### src/rtl/key16_scan.sv
// 4x4 keypad scanner: drives one column at a time, debounces every key and
// queues press/release events in a 4-deep FIFO.
module key16_scan #(
    parameter int unsigned SETTLE_CYC = 16,
    parameter int unsigned DB_N       = 3
) (
    input  logic        clk,
    input  logic        reset,
    output logic [3:0]  col_oe,
    input  logic [3:0]  row_n,
    output logic [15:0] keybits,
    output logic        ev_valid,
    input  logic        ev_ready,
    output logic [4:0]  ev_code,
    output logic        overflow
);
    localparam int unsigned DBW         = $clog2(DB_N + 1);
    localparam logic [7:0]  SETTLE_LAST = 8'(SETTLE_CYC - 1);
    localparam logic [DBW:0] DB_MAX     = (DBW + 1)'(DB_N);

    typedef enum logic [1:0] {
        ST_SETTLE,
        ST_SAMPLE,
        ST_EMIT
    } state_e;

    state_e     state_q, state_d;
    logic [7:0] cnt_q, cnt_d;
    logic [1:0] col_q, col_d;
    logic       run_q;
    logic [3:0] sync1_q, sync2_q;
    logic [3:0] sample_q, sample_d;
    logic       emit;

    // Idle rows read high through the pull-ups, so the synchronizer resets to 1.
    always_ff @(posedge clk) begin
        if (reset) begin
            sync1_q <= '1;
            sync2_q <= '1;
        end else begin
            sync1_q <= row_n;
            sync2_q <= sync1_q;
        end
    end

    // NOTE: sequential state uses non-blocking assignments so every flop
    // sees the pre-edge value of every other flop.
    always_ff @(posedge clk) begin
        if (reset) begin
            state_q  <= ST_SETTLE;
            cnt_q    <= '0;
            col_q    <= '0;
            run_q    <= 1'b0;
            sample_q <= '0;
        end else begin
            state_q  <= state_d;
            cnt_q    <= cnt_d;
            col_q    <= col_d;
            run_q    <= 1'b1;
            sample_q <= sample_d;
        end
    end

    // NOTE: every output of a combinational block gets a default first so no
    // path through the case statement can infer a latch.
    always_comb begin
        state_d  = state_q;
        cnt_d    = cnt_q;
        col_d    = col_q;
        sample_d = sample_q;
        emit     = 1'b0;
        case (state_q)
            ST_SETTLE: begin
                // The first cycle out of reset only starts driving column 0.
                if (run_q) begin
                    if (cnt_q == SETTLE_LAST) begin
                        state_d = ST_SAMPLE;
                        cnt_d   = '0;
                    end else begin
                        cnt_d = cnt_q + 8'd1;
                    end
                end
            end
            ST_SAMPLE: begin
                sample_d = ~sync2_q;
                state_d  = ST_EMIT;
                cnt_d    = '0;
            end
            ST_EMIT: begin
                emit = 1'b1;
                if (cnt_q == 8'd3) begin
                    state_d = ST_SETTLE;
                    cnt_d   = '0;
                    col_d   = col_q + 2'd1;
                end else begin
                    cnt_d = cnt_q + 8'd1;
                end
            end
            default: begin
                state_d = ST_SETTLE;
                cnt_d   = '0;
            end
        endcase
    end

    assign col_oe = run_q ? (4'b0001 << col_q) : 4'b0000;

    logic [15:0]    keybits_q, keybits_d;
    logic [DBW-1:0] db_cnt_q [16];
    logic [DBW-1:0] db_cnt_d;
    logic [DBW:0]   db_inc;
    logic [3:0]     key_idx;
    logic           key_cur, key_smp, toggle;

    // One key is debounced per EMIT cycle: key 4*column + row.
    always_comb begin
        key_idx   = {col_q, cnt_q[1:0]};
        key_cur   = keybits_q[key_idx];
        key_smp   = sample_q[cnt_q[1:0]];
        db_inc    = {1'b0, db_cnt_q[key_idx]} + (DBW + 1)'(1);
        db_cnt_d  = db_cnt_q[key_idx];
        keybits_d = keybits_q;
        toggle    = 1'b0;
        if (emit) begin
            if (key_smp == key_cur) begin
                db_cnt_d = '0;
            end else if (db_inc == DB_MAX) begin
                db_cnt_d           = '0;
                toggle             = 1'b1;
                keybits_d[key_idx] = ~key_cur;
            end else begin
                db_cnt_d = db_inc[DBW-1:0];
            end
        end
    end

    always_ff @(posedge clk) begin
        if (reset) begin
            keybits_q <= '0;
            for (int i = 0; i < 16; i++) begin
                db_cnt_q[i] <= '0;
            end
        end else begin
            keybits_q <= keybits_d;
            if (emit) begin
                db_cnt_q[key_idx] <= db_cnt_d;
            end
        end
    end

    assign keybits = keybits_q;

    logic [4:0] fifo_mem [4];
    logic [1:0] wr_q, rd_q;
    logic [2:0] count_q;
    logic       overflow_q;
    logic       full, pop, do_push;

    assign full    = (count_q == 3'd4);
    assign pop     = (count_q != 3'd0) && ev_ready;
    assign do_push = toggle && (!full || pop);

    // NOTE: the storage array is not reset; emptiness is tracked by count_q
    // and the head output is forced to zero when nothing is queued.
    always_ff @(posedge clk) begin
        if (do_push) begin
            fifo_mem[wr_q] <= {~key_cur, key_idx};
        end
    end

    always_ff @(posedge clk) begin
        if (reset) begin
            wr_q       <= '0;
            rd_q       <= '0;
            count_q    <= '0;
            overflow_q <= 1'b0;
        end else begin
            if (do_push) begin
                wr_q <= wr_q + 2'd1;
            end
            if (pop) begin
                rd_q <= rd_q + 2'd1;
            end
            case ({do_push, pop})
                2'b10:   count_q <= count_q + 3'd1;
                2'b01:   count_q <= count_q - 3'd1;
                default: count_q <= count_q;
            endcase
            if (toggle && !do_push) begin
                overflow_q <= 1'b1;
            end
        end
    end

    assign ev_valid = (count_q != 3'd0);
    assign ev_code  = ev_valid ? fifo_mem[rd_q] : 5'd0;
    assign overflow = overflow_q;

endmodule

### config.mk
export PLATFORM = sky130hd
export DESIGN_NAME = key16_scan
export DESIGN_NICKNAME = d
export VERILOG_FILES = /design/src/rtl/key16_scan.sv
export SDC_FILE = /design/constraint.sdc
export NUM_CORES = 1
export LEC_CHECK = 0
export CAP_MARGIN = 30
export CORE_UTILIZATION = 55
export CTS_CLUSTER_DIAMETER = 100
export DETAILED_ROUTE_END_ITERATION = 8
export DONT_BUFFER_PORTS = 1
export PLACE_DENSITY = 0.75
export SYNTH_ARGS = -nofsm -noshare
export SYNTH_HDL_FRONTEND = slang
export SYNTH_SLANG_ARGS = --single-unit
### constraint.sdc
create_clock -name clk -period 4.2 [get_ports clk]
set_clock_uncertainty 0.1 [all_clocks]
set_input_delay 0.84 -clock clk [delete_from_list [all_inputs] [get_ports clk]]
set_output_delay 0.84 -clock clk [all_outputs]
set_load 0.01 [all_outputs]
Word level (Yosys, flattened, before mapping)
Memory sizes are Yosys's and may differ from the RTL's. A register that Yosys moved wholly into a read port is not among the register bits.
Cells that the tools add are included.
{"block": "op_classes", "shifts": 1, "reduce_logical": 14, "n_bitwise": 3, "eq_ne": 12, "n_mux": 38, "n_lt_le_gt_ge": 3, "addsub": 7}
{"operator": "$mux W8", "n": 3}
{"operator": "$mux W2", "n": 9}
{"operator": "$bwmux W16", "n": 1}
{"operator": "$mux W1", "n": 16}
{"operator": "$pmux W8 S2", "n": 1}
{"operator": "$add A8 B1 Y8 const B", "n": 1}
{"operator": "$eq A8 B2 Y1 const B", "n": 1}
{"operator": "$eq A8 B4 Y1 const B", "n": 1}
{"operator": "$mux W4", "n": 2}
{"operator": "$add A2 B1 Y2 const B", "n": 3}
{"operator": "$ne A2 B2 Y1 const B", "n": 3}
{"operator": "$pmux W2 S3", "n": 1}
{"operator": "$pmux W3 S2", "n": 1}
{"operator": "$reduce_and A3 Y1", "n": 2}
{"operator": "$lt A4 B5 Y1 const B", "n": 1}
{"operator": "$mux W5", "n": 1}
{"operator": "$bmux W1 S4", "n": 1}
{"operator": "$demux W1 S4", "n": 1}
{"operator": "$eq A2 B1 Y1 const B", "n": 2}
{"operator": "$eq A2 B2 Y1 const B", "n": 2}
{"operator": "$ge A4 B1 Y1 const B", "n": 1}
{"operator": "$logic_and A1 B1 Y1", "n": 4}
{"operator": "$not A4 Y4", "n": 1}
{"operator": "$shl A1 B2 Y4 const A", "n": 1}
{"operator": "16 further kinds", "n": 18}
{"block": "word_totals", "ram_bits": 52, "mem_count": 2, "ff_bits": 49, "input_bits": 7}
{"memory": "db_cnt_q", "depth": 16, "word_bits": 2, "rd": 1, "rd_ports_with_merged_regs": 0, "write_ports": 16, "line": "109", "rtl": "logic [DBW-1:0] db_cnt_q [16];"}
{"memory": "fifo_mem", "depth": 4, "word_bits": 5, "rd": 1, "rd_ports_with_merged_regs": 1, "write_ports": 1, "line": "153", "rtl": "logic [4:0] fifo_mem [4];"}

Longest topological paths before layout
An unclocked memory read counts as a cell.
{"block": "logic_depth", "ltp_word": 9, "ltp_mapped": 12}

Worst setup path after synthesis
OpenSTA, ideal clock, no wires.
{"block": "synth_timing", "path_type": "register -> register", "startpoint": "register cnt_q[0]", "endpoint": "register count_q[2]", "n_path_buf": 3, "t_required_ns": 3.977, "stages_incl_launch_ff": 13, "path_slack_ns": 0.672, "arrival_time_ns": 3.304, "path_cell_list": "dfxtp_1 > buf_6 > buf_6 > mux4_2 > a22oi_1 > and3_1 > a211oi_4 > buf_4 > nand2b_1 > fa_1 > or3_1 > mux2i_1 > mux2_1"}
{"block": "synth_via", "elab_chain_len": 9, "word_cells_on_any_way": 16}
{"element": "start, declared", "line": "28", "rtl": "logic [7:0] cnt_q, cnt_d;"}
{"element": "start signal, assigned", "line": "57", "rtl": "cnt_q <= cnt_d;"}
{"element": "$mem_v2 Z16 W2"}
{"element": "$add A2 B1 Y3", "line": "120", "rtl": "db_inc = {1'b0, db_cnt_q[key_idx]} + (DBW + 1)'(1);"}
{"element": "$eq A3 B2 Y1", "line": "127", "rtl": "end else if (db_inc == DB_MAX) begin"}
{"element": "$mux W1", "line": "127"}
{"element": "$mux W1 (*)", "line": "125", "rtl": "if (key_smp == key_cur) begin"}
{"element": "$mux W1 (*)", "line": "124", "rtl": "if (emit) begin"}
{"element": "$logic_and A1 B1 Y1 (*)", "line": "161", "rtl": "assign do_push = toggle && (!full || pop);"}
{"element": "$eq A2 B1 Y1 / $eq A2 B2 Y1 (equally long branches)", "line": "184", "rtl": "case ({do_push, pop})"}
{"element": "$pmux W3 S2 / $reduce_bool A2 Y1 (equally long branches)"}
{"element": "end signal, assigned", "line": "185", "rtl": "2'b10: count_q <= count_q + 3'd1;"}
{"element": "end signal, assigned", "line": "186", "rtl": "2'b01: count_q <= count_q - 3'd1;"}
{"element": "end signal, assigned", "line": "187", "rtl": "default: count_q <= count_q;"}
{"element": "end, declared", "line": "155", "rtl": "logic [2:0] count_q;"}
Every way passes the cells marked *; elsewhere a longest branch is shown, timed or not. The select of a mux whose other input is x is not followed.
A chain may end at the register's enable or synchronous reset.

Worst setup path after layout
{"block": "layout_timing", "startpoint": "register cnt_q[1]", "endpoint": "register count_q[2]"}
Same word-level chain as after synthesis.

==> impl_metrics.json <==
{
  "h-tree-depth": 3,
  "syn_inst": 429,
  "synth_warnings": 0,
  "vias": 3023,
  "cp.arrival_ns": 3.64,
  "worst_slew_pin_slew_ns": 0.962,
  "ys_seq_area_frac": 0.526,
  "fp.dieH_um": 96.5,
  "grt_max_degree": 48,
  "hpwl_mm": 6.56,
  "max_freq_mhz": 287,
  "grtUsageTotal": 0.217,
  "final_antenna_net_count": 0,
  "drt_wl_total_mm": 9.24,
  "grt_setup_unrepaired": "no",
  "worstSetupPathType": "flop to flop",
  "antenna_found_initial": 0,
  "path_buf_inv": 1,
  "finalInstanceArea_um2": 5180,
  "peakVddDrop_v": 0.000183,
  "cts_setup_buffers": 0,
  "first_pass_iters": 4,
  "internal-power_mw": 1.57,
  "overflow": 0,
  "synthSimpleGateAreaFrac": 0.196,
  "clkPwrFrac": 0.333,
  "gp_congestion": 0.803,
  "timing.final.crit_share": 0.830,
  "p_per_area_nw_per_um2": 405,
  "slowest_stage": "dfxtp_1",
  "post_dp_cell_area_um2": 4950,
  "clkSlewWorstSetupHoldPaths_ns": 0.10,
  "cpLargestDelayFamily": "simple AND/OR/NAND/NOR gates",
  "worstSkewPairLatency_ns": 0.36,
  "synth_mux_area_frac": 0.147,
  "final_common_cell": "nor2_1",
  "cts_buffers": 9,
  "final_cell_mix": "nor2_1 (64), edfxtp_1 (52), dfxtp_1 (51), nand2_1 (39), nor2b_1 (29)",
  "seqPwrFrac": 0.535,
  "cts_hold_buf": 0,
  "io_buffers": 0,
  "maxCapViolations": 0,
  "synth_fa_ha_area_frac": 0.0346,
  "relSlewSlack": 0.350,
  "avgSynthCellArea_um2": 11.4,
  "drcViolationCount": 0,
  "report.final.slew_viol_count": 0,
  "cts.sinks": 103,
  "required_ns": 4.36,
  "synth_nets": 449,
  "ios": 34,
  "num_rows": 34,
  "grt_pass1_wl_mm": 15.0,
  "synth_async_sr_flop_share": 0,
  "crit_fanout": 12,
  "synth_compound_area_frac": 0.0395,
  "fill_cells": 709,
  "leakagePower_nw": 1.90,
  "crit_path_start_kind": "flop",
  "tritoncts": "done",
  "swShare": 0.251,
  "post_cts_resized": 0,
  "synthXorXnorAreaFrac": 0.0196,
  "max_stage_delay_ns": 0.60,
  "synth-seq-cells": 103,
  "post_synth_num_cell_types": 46,
  "wl_per_cell_um": 17.4,
  "critical_path.cell_chain": "buf_4, mux4_2, a22oi_1, and3_1, a211oi_4, nand2b_1, fa_1, or3_1, mux2i_1, mux2_1",
  "start_util": 0.566,
  "die_area_um2": 9310,
  "synth_edf_count": 52,
  "endpoint_kind": "flop",
  "switchingPower_mw": 0.527,
  "status": "finished, final reports clean",
  "hold_path_class": "flop to flop",
  "area_growth_pct": 5.58,
  "vias_per_cell": 5.68,
  "synth_area_um2": 4910,
  "fin_nets": 439,
  "ys.flop_type": "edfxtp_1",
  "clockRootBuffer": "clkbuf_8",
  "synth_top_family_by_area": "simple AND/OR/NAND/NOR gates",
  "core-area_um2": 8680,
  "dr.first_iter.drc_count": 212,
  "p_comb_frac": 0.132,
  "fin_crit_ns": 3.48,
  "hold_viol_final": 0,
  "die_w_um": 96.5,
  "antennaDiodeCount": 0,
  "grt_pass1_vias": 3021,
  "setup_viol": 0,
  "clockBufferDepth": 2,
  "drive_above_1_share": 0.172,
  "tns_ns": 0
}
registers in the layout, indices dropped and copies added, names as in the netlist, named ones only:
register and count:
fifo_mem 20, run_q 1, db_cnt_q 32, wr_q 2, keybits 16, sync2_q 4, state_q 2, sync1_q 4
sample_q 4, rd_q 2, overflow 1, count_q 3, cnt_q 8, col_q 2
through the flow:
stage	power (mW)	worst slack [ns]	cells	hold WS, ns	util
detailed placement	1.43	0.720	516	0.292	0.570
global route	2.19	0.487	532	0.311	0.597
global placement	1.42	0.781	516	0.291	0.570
finish	2.10	0.716	532	0.289	0.597
floorplan	1.38	0.672	429	0.289	-
CTS	2.11	0.688	532	0.301	0.597
kinds of logic after synthesis:
group / after synthesis
buffers and inverters: 38
xor gates and xnor gates: 11
muxes: 49
and+or+nand+nor: 197
adders and majority gates: 13
DFF: 103
AOI/OAI and AO/OA: 18
cell usage after synthesis, types with 2 or more instances:
| master | instances | area share |
|---|---|---|
| ha_1 | 12 | 0.031 |
| xor2_1 | 7 | 0.012 |
| or3_1 | 2 | 0.0025 |
| mux2i_1 | 13 | 0.026 |
| buf_6 | 4 | 0.0092 |
| nand2_1 | 39 | 0.030 |
| buf_2 | 3 | 0.0031 |
| buf_4 | 2 | 0.0031 |
| nor2b_1 | 29 | 0.037 |
| a21oi_1 | 3 | 0.0031 |
| dfxtp_1 | 51 | 0.21 |
| and3_1 | 8 | 0.010 |
| nand4_1 | 2 | 0.0025 |
| xnor2_1 | 4 | 0.0071 |
| nand3_1 | 22 | 0.022 |
| inv_1 | 11 | 0.0084 |
| mux2i_2 | 2 | 0.0056 |
| nand2b_1 | 2 | 0.0025 |
| or2_2 | 10 | 0.013 |
| a211oi_1 | 4 | 0.0061 |
| nor3_1 | 4 | 0.0041 |
| mux2_2 | 17 | 0.039 |
| mux4_2 | 16 | 0.073 |
| clkbuf_1 | 18 | 0.014 |
| and2_1 | 9 | 0.011 |
| nor2_1 | 64 | 0.049 |
| edfxtp_1 | 52 | 0.32 |
worst paths after layout:
kind              slack [ns]                  start  cells past startpoint                        to
hold reg to reg         0.29  sync2_q[0]$_SDFF_PP1_                      1  sample_q[0]$_SDFFE_PP0N_
setup / recovery        0.72  cnt_q[1]$_SDFFE_PP0P_                     10   count_q[2]$_SDFFE_PP0P_
setup reg to reg        0.72  cnt_q[1]$_SDFFE_PP0P_                     10   count_q[2]$_SDFFE_PP0P_
hold / removal          0.29  sync2_q[0]$_SDFF_PP1_                      1  sample_q[0]$_SDFFE_PP0N_
layout make-up:
cell class	instances	area, um2	area share
flip-flops and latches	103	2580	0.498
multi-input cells	288	2140	0.414
clock buffers	13	191	0.0369
well taps	108	135	0.0261
clock inverters	3	45.0	0.00869
repair buffers	6	45.0	0.00869
inverters	11	41.3	0.00796
per-layer routing:
| layer | vias to the layer above | global-route usage | share of wire |
|---|---|---|---|
| li1 | 1471 | - | - |
| met1 | 1462 | 0.268 | 0.41 |
| met2 | 84 | 0.381 | 0.52 |
| met3 | 6 | 0.0516 | 0.058 |
| met4 | 0 | 0.0539 | 0.0076 |
| met5 | - | 0 | 0 |
power groups by stage:
stage                     combinational [mW]  clock [mW]  sequential [mW]
after CTS                              0.282       0.706             1.13
final                                  0.276       0.700             1.12
after global placement                 0.274           0             1.15
after floorplan                        0.258           0             1.13
after global routing                   0.310       0.745             1.13
after detailed placement               0.280           0             1.15
(Power assumes the default switching activity.)
